<file path="src/rtl/pll_reset_sequencer.sv">
// rtl/pll_reset_sequencer.sv - PLL reset/lock sequencer that gates the system reset release
// Pulses pll_rst, waits for a debounced lock, then releases sys_rst_n; restarts on loss/timeout/request.
module pll_reset_sequencer #(
  parameter int RST_CYCLES    = 16,
  parameter int LOCK_TIMEOUT  = 65535,
  parameter int STABLE_CYCLES = 1024,
  parameter int SYNC_STAGES   = 2,
  parameter int RETRY_W       = 4
) (
  input  logic               clk,
  input  logic               rst_n,
  input  logic               pll_lock,
  input  logic               soft_rst_req,
  input  logic               lock_lost_clr,
  output logic               pll_rst,
  output logic               sys_rst_n,
  output logic               ready,
  output logic               lock_lost,
  output logic [RETRY_W-1:0] retry_cnt
);

  localparam int CNT_MAX_A = (RST_CYCLES > LOCK_TIMEOUT) ? RST_CYCLES : LOCK_TIMEOUT;
  localparam int CNT_MAX   = (CNT_MAX_A > STABLE_CYCLES) ? CNT_MAX_A : STABLE_CYCLES;
  localparam int CW        = (CNT_MAX > 2) ? $clog2(CNT_MAX) : 1;

  localparam logic [CW-1:0] RST_LAST  = CW'(RST_CYCLES - 1);
  localparam logic [CW-1:0] WAIT_LAST = CW'(LOCK_TIMEOUT - 1);
  localparam logic [CW-1:0] STAB_LAST = CW'(STABLE_CYCLES - 1);

  typedef enum logic [1:0] {
    S_RST  = 2'd0,
    S_WAIT = 2'd1,
    S_STAB = 2'd2,
    S_RUN  = 2'd3
  } state_t;

  state_t                   r_state;
  state_t                   w_state_nxt;
  logic [CW-1:0]            r_cnt;
  logic [SYNC_STAGES-1:0]   r_sync;
  logic                     w_lock_s;
  logic                     w_cnt_clr;
  logic                     w_retry_inc;
  logic                     w_lost_set;
  logic                     r_pll_rst;
  logic                     r_sys_rst_n;
  logic                     r_ready;
  logic                     r_lock_lost;
  logic [RETRY_W-1:0]       r_retry_cnt;

  assign w_lock_s = r_sync[SYNC_STAGES-1];

  always_ff @(posedge clk or negedge rst_n) begin
    if (!rst_n) begin
      r_sync <= '0;
    end else begin
      r_sync <= {r_sync[SYNC_STAGES-2:0], pll_lock};
    end
  end

  always_comb begin
    w_state_nxt = r_state;
    w_retry_inc = 1'b0;
    w_lost_set  = 1'b0;
    unique case (r_state)
      S_RST: begin
        if (r_cnt == RST_LAST) w_state_nxt = S_WAIT;
      end
      S_WAIT: begin
        if (w_lock_s) begin
          w_state_nxt = S_STAB;
        end else if (r_cnt == WAIT_LAST) begin
          w_state_nxt = S_RST;
          w_retry_inc = 1'b1;
        end
      end
      S_STAB: begin
        if (!w_lock_s)                w_state_nxt = S_WAIT;
        else if (r_cnt == STAB_LAST)  w_state_nxt = S_RUN;
      end
      S_RUN: begin
        if (!w_lock_s) begin
          w_state_nxt = S_RST;
          w_lost_set  = 1'b1;
        end
      end
      default: w_state_nxt = S_RST;
    endcase
    // A software request overrides everything, including the lock-loss flag and retry count.
    if (soft_rst_req) begin
      w_state_nxt = S_RST;
      w_retry_inc = 1'b0;
      w_lost_set  = 1'b0;
    end
  end

  // Re-requesting while already in S_RST restarts the count, stretching the pll_rst pulse.
  assign w_cnt_clr = (w_state_nxt != r_state) || soft_rst_req;

  always_ff @(posedge clk or negedge rst_n) begin
    if (!rst_n) begin
      r_state     <= S_RST;
      r_cnt       <= '0;
      r_pll_rst   <= 1'b1;
      r_sys_rst_n <= 1'b0;
      r_ready     <= 1'b0;
      r_lock_lost <= 1'b0;
      r_retry_cnt <= '0;
    end else begin
      r_state     <= w_state_nxt;
      r_cnt       <= w_cnt_clr ? '0 : r_cnt + 1'b1;
      r_pll_rst   <= (w_state_nxt == S_RST);
      r_sys_rst_n <= (w_state_nxt == S_RUN);
      r_ready     <= (w_state_nxt == S_RUN);
      if (w_lost_set)         r_lock_lost <= 1'b1;
      else if (lock_lost_clr) r_lock_lost <= 1'b0;
      if (w_retry_inc && (r_retry_cnt != {RETRY_W{1'b1}}))
        r_retry_cnt <= r_retry_cnt + 1'b1;
    end
  end

  assign pll_rst   = r_pll_rst;
  assign sys_rst_n = r_sys_rst_n;
  assign ready     = r_ready;
  assign lock_lost = r_lock_lost;
  assign retry_cnt = r_retry_cnt;

endmodule

</file>
<file path="config.mk">
export PLATFORM = sky130hd
export DESIGN_NAME = pll_reset_sequencer
export DESIGN_NICKNAME = d
export VERILOG_FILES = /design/src/rtl/pll_reset_sequencer.sv
export SDC_FILE = /design/constraint.sdc
export NUM_CORES = 1
export LEC_CHECK = 0
export ABC_CLOCK_PERIOD_IN_PS = 2730
export BUFFER_PORTS_ARGS = -buffer_cell sky130_fd_sc_hd__clkbuf_2
export CAP_MARGIN = 20
export CORE_MARGIN = 8
export CORE_UTILIZATION = 57
export CTS_CLUSTER_DIAMETER = 80
export DETAILED_ROUTE_END_ITERATION = 12
export PLACE_DENSITY = 0.73
export SYNTH_ARGS = -nofsm -noshare
export SYNTH_HDL_FRONTEND = slang
export SYNTH_SLANG_ARGS = --single-unit
</file>
<file path="constraint.sdc">
create_clock -name clk -period 2.73 [get_ports clk]
set_input_delay 0.273 -clock clk [delete_from_list [all_inputs] [get_ports clk]]
set_output_delay 0.273 -clock clk [all_outputs]
set_load 0.05 [all_outputs]
</file>
### Yosys cells after proc, flatten, opt, wreduce, memory -nomap -nowiden

Cells that the tools add are included.

* bits in registers: 27
* bits in latches: 0
* memory bits (writable): 0
* memory bits (read-only): 0
* input port bits: 5
* memories: 0

* $add $sub $neg: 2
* $mul: 0
* divide/modulo/power cells: 0
* magnitude comparators: 0
* equality and inequality tests: 9
* shift-type cells: 0
* multiplexer cells: 18
* bitwise operators: 0
* reduce and logical (&&, ||, !) cells: 5

Operators with widths (count)
* adder 16 x 1 -> 16 bit (second input constant): 1
* equality test 16 x 10 -> 1 bit (second input constant): 1
* equality test 16 bit (second input constant): 1
* equality test 16 x 4 -> 1 bit (second input constant): 1
* 2-to-1 mux 16 bit: 1
* 2-to-1 mux 2 bit: 7
* 2-to-1 mux 1 bit: 9
* one-hot mux 2 bit (4 select lines): 1
* equality test 2 bit (second input constant): 3
* adder 4 x 1 -> 4 bit (second input constant): 1
* logical NOT 2 bit: 2
* inequality test 4 bit (second input constant): 1
* equality test 2 x 1 -> 1 bit (second input constant): 1
* inequality test 2 bit: 1
* nonzero test 2 bit: 1
* logical AND 1 bit: 1
* logical OR 1 bit: 1

### Logic depth before layout (Yosys ltp)

* depth after elaboration: 8
* depth in mapped cells: 8
* mapped depth without buffers: 7

### Worst setup path after synthesis

Ideal clock, no wire load.

* path kind: reg-to-reg
* start point: register r_cnt[0]
* end point: register r_cnt[10]
* setup time: 0.073 ns
* arrival: 1.959 ns
* required time: 2.657 ns
* slack: 0.698 ns
* stages on the path, launching flop included: 9
* path buffers: 1
* clock period less this slack: 2.032 ns
* path through: dfrtp_1 > inv_1 > ha_1 > nand4_1 > nor4_4 > o211ai_2 > a2111o_1 > buf_6 > a21oi_2

* word-level cells in the longest chain between the ends: 8
* elaborated cells on any way between the ends: 14
* those cells by class: 1 x add/sub; 4 x eq/ne; 8 x mux; 1 x reduce/logical

RTL lines
* from (decl): RTL line 39 `logic [CW-1:0] r_cnt;`
* from (signal assigned): RTL line 111 `r_cnt <= w_cnt_clr ? '0 : r_cnt + 1'b1;`
* equality test 16 x 10 -> 1 bit / equality test 16 bit (equally long branches): RTL line 79, 72
* 2-to-1 mux 2 bit, on equally long branches: RTL line 79, 72
* 2-to-1 mux 2 bit, on equally long branches: RTL line 78, 70
* one-hot mux 2 bit (4 select lines): RTL line 65 `unique case (r_state)`
* 2-to-1 mux 2 bit: RTL line 90 `if (soft_rst_req) begin`
* inequality test 2 bit: RTL line 98 `assign w_cnt_clr = (w_state_nxt != r_state) || soft_rst_req;`
* logical OR 1 bit: RTL line 98
* 2-to-1 mux 16 bit *: RTL line 111

Mark *: on every way between the ends. The rest lies on a longest branch, timed or not.
A chain may end at the register's enable or synchronous reset.

### Worst setup path in the final report

* start point: register r_cnt[0]
* end point: register r_cnt[14]

Same word-level chain as after synthesis.

==> results.cfg <==
[global_routing]
first_global_vias = 972
grt_max_degree = 28
grt_pass1_wl_mm = 4.574
grt_usage_pct = 13.15
overflow = 0
antenna_found_initial = 0

[status]
status = completed

[power_and_ir_drop]
p_sw_mw = 0.1347
pwr-share-clk_pct = 27.6
p_leak_nw = 0.6632
max-vdd-ir-drop_mv = 0.3386
power_frac_seq_pct = 67.9
pwr-share-comb_pct = 4.4
power_density_nw_per_um2 = 407.3
swShare_pct = 22.25
p_int_mw = 0.4707

[sta]
finalCritPeriodShare_pct = 86.82
slew_headroom_pct = 50.90
finalClockSkew_ns = 0.009568
rsz0062_at_grt = no
finalHoldViolCount = 0
period_needed_ns = 2.370
slew_violations = 0
fmax_ghz = 0.4219
worst_slew_pin_slew_ns = 0.7365
final.setup.worst_slack_ns = 0.3599
setup_viol = 0
tns_ns = 0

[route]
vias = 963
drt_pass1_iterations = 4
drc = 0
wl_mm = 2.605
wl_per_cell_um = 15.69
viasPerCell = 5.801
drt_iter0_drc = 39
final_antenna_net_count = 0

[synth]
synthCells = 124
syn_avg_cell_area_um2 = 11.09
async_reset_ff_share_pct = 100.0
synth_area_um2 = 1375
synth.distinct_cells = 35
ys_seq_area_share_pct = 49.23
ys_seq_elements = 27
synth-edff-count = 0
synth_flop_cell = dfrtp_1
syn_nets = 132
yosys_warnings = 0

[floorplanning]
dieArea_um2 = 4240
io_pins = 13
core_area_um2 = 2255
die_w_um = 65.12
start_util_pct = 60.99
rows = 17
fp.dieH_um = 65.12

[final_layout]
multi_input_area_um2 = 659.4
final_cell_mix = dfrtp_1 (26), clkbuf_2 (12), nand3_1 (10), xor2_1 (10), a21oi_2 (10)
fin_nets = 147
diodes = 0
drive_gt1_share_pct = 23.19
seq_area_um2 = 676.9
final_common_cell = dfrtp_1
final.fill_count = 192
syn2layout_area_growth_pct = 8.099

[placement]
hpwl_mm = 1.906
portBuffers = 12
pre_cts_ws_ns = 0.3702
gp_congestion = 0.7856

[critical_path]
cpMaxStageDelayCell = a2111o_1
crit_chain = inv_1, ha_1, nand4_1, nor4_4, o211ai_2, a2111o_1, a21oi_2
cp.required_ns = 2.98
arrival_ns = 2.62
worstPathMaxFanout = 16
cpPeakStageDelay_ns = 0.74
end_kind = flip-flop
crit_type = flip-flop to flip-flop
crit_path_start_kind = flip-flop

[clocking]
clkTransAtPathRegs_ns = 0.14
clk_path_buf_depth = 2
clkSinkCount = 27
root_buffer = clkbuf_4
cts_tree = built
cts_buffers = 3
htreeDepth = 1
clk_latency_ns = 0.32

[worst_hold_path]
hold_class = input port to flip-flop

[job]
cap_violations = 0
flip-flops by register name, summed over array words and instances (netlist names):
signal	count
pll_rst	1
r_state	2
lock_lost	1
r_sync	2
retry_cnt	4
ready	1
r_cnt	16
metal layers:
layer,global-route usage (%),wire (um),vias up
met3,2.542,138,2
li1,-,-,474
met5,0,0,-
met2,21.12,1282,21
met4,5.722,18,0
met1,16.85,1166,466
metrics by stage:
step           hold WS, ns  total power [mW]  cell area (um^2)  utilization, %  cells
5_1_grt            0.05193            0.6307              1486           65.93    166
3_3_place_gp        0.3213            0.4438              1450           64.32    161
3_5_place_dp        0.3342            0.4451              1450           64.32    161
6_report           0.05653            0.6054              1486           65.93    166
2_1_floorplan     -0.02259            0.4313              1375               -    124
4_1_cts            0.04790            0.6098              1486           65.93    166
worst max-delay path: cells and delay by family (launching register included):
kind / cells / cell delay [ns]
buffers and inverters: 1 / 0.07
adder cells (fa/ha/maj): 1 / 0.14
AND/OR/NAND/NOR: 2 / 0.50
flip-flops: 1 / 0.45
AO/OA/AOI/OAI: 3 / 1.15
cell type report:
class | instances | area share (%)
Sequential cell | 27 | 45.54
Multi-Input combinational cell | 90 | 44.36
Timing Repair Buffer | 14 | 5.219
Tap cell | 28 | 2.357
Clock buffer | 4 | 1.768
Inverter | 3 | 0.7576
cell families (layout without fill, tap and decap cells):
kind of cell | after synthesis | count (layout) | synth area share (%)
DFF | 27 | 27 | 49.23
buffers and inverters | 7 | 21 | 2.820
adders and majority gates | 3 | 3 | 2.730
AOI/OAI and AO/OA | 23 | 23 | 13.19
xor gates and xnor gates | 18 | 18 | 11.46
muxes | 1 | 1 | 0.8189
and+or+nand+nor | 45 | 45 | 19.75
synth_stat cells (2+ instances only):
library cell	instances	area share [%]
a21oi_1	7	2.5
a21oi_2	10	6.4
and2_1	2	0.91
and3_1	3	1.4
and4_1	3	1.9
dfrtp_1	26	47
ha_1	3	2.7
inv_1	3	0.82
nand2_1	5	1.4
nand3_1	10	3.6
nand4_1	4	1.8
nor2_1	7	1.9
nor3_1	2	0.73
nor4_1	2	0.91
xnor2_1	8	5.1
xor2_1	10	6.4
what timing repair did:
action	4_1_cts	5_1_grt
endpoints found under the hold margin	26	0
endpoints found under the setup margin	0	0
setup buffers	0	0
hold buffers	1	0
resized for setup	0	0
path summary, 6_finish.rpt:
check | startpoint | end | slack, ns | cells after the start
min | pll_lock | r_sync[0] | 0.06 | 1
min in group asynchronous | rst_n | r_state[0] | 0.50 | 2
max | r_cnt[0] | r_cnt[14] | 0.36 | 7
max in group asynchronous | rst_n | r_cnt[8] | 1.81 | 2
max reg2reg | r_cnt[0] | r_cnt[14] | 0.36 | 7
min reg2reg | r_sync[0] | r_sync[1] | 0.37 | 0
power by group through the flow:
stage	Combinational, mW	Clock [mW]	Sequential (mW)
4_1_cts	0.0275	0.171	0.411
6_report	0.0267	0.167	0.411
3_3_place_gp	0.0254	0	0.418
3_5_place_dp	0.0263	0	0.419
5_1_grt	0.0308	0.188	0.412
2_1_floorplan	0.0138	0	0.418
(Power assumes the default switching activity.)
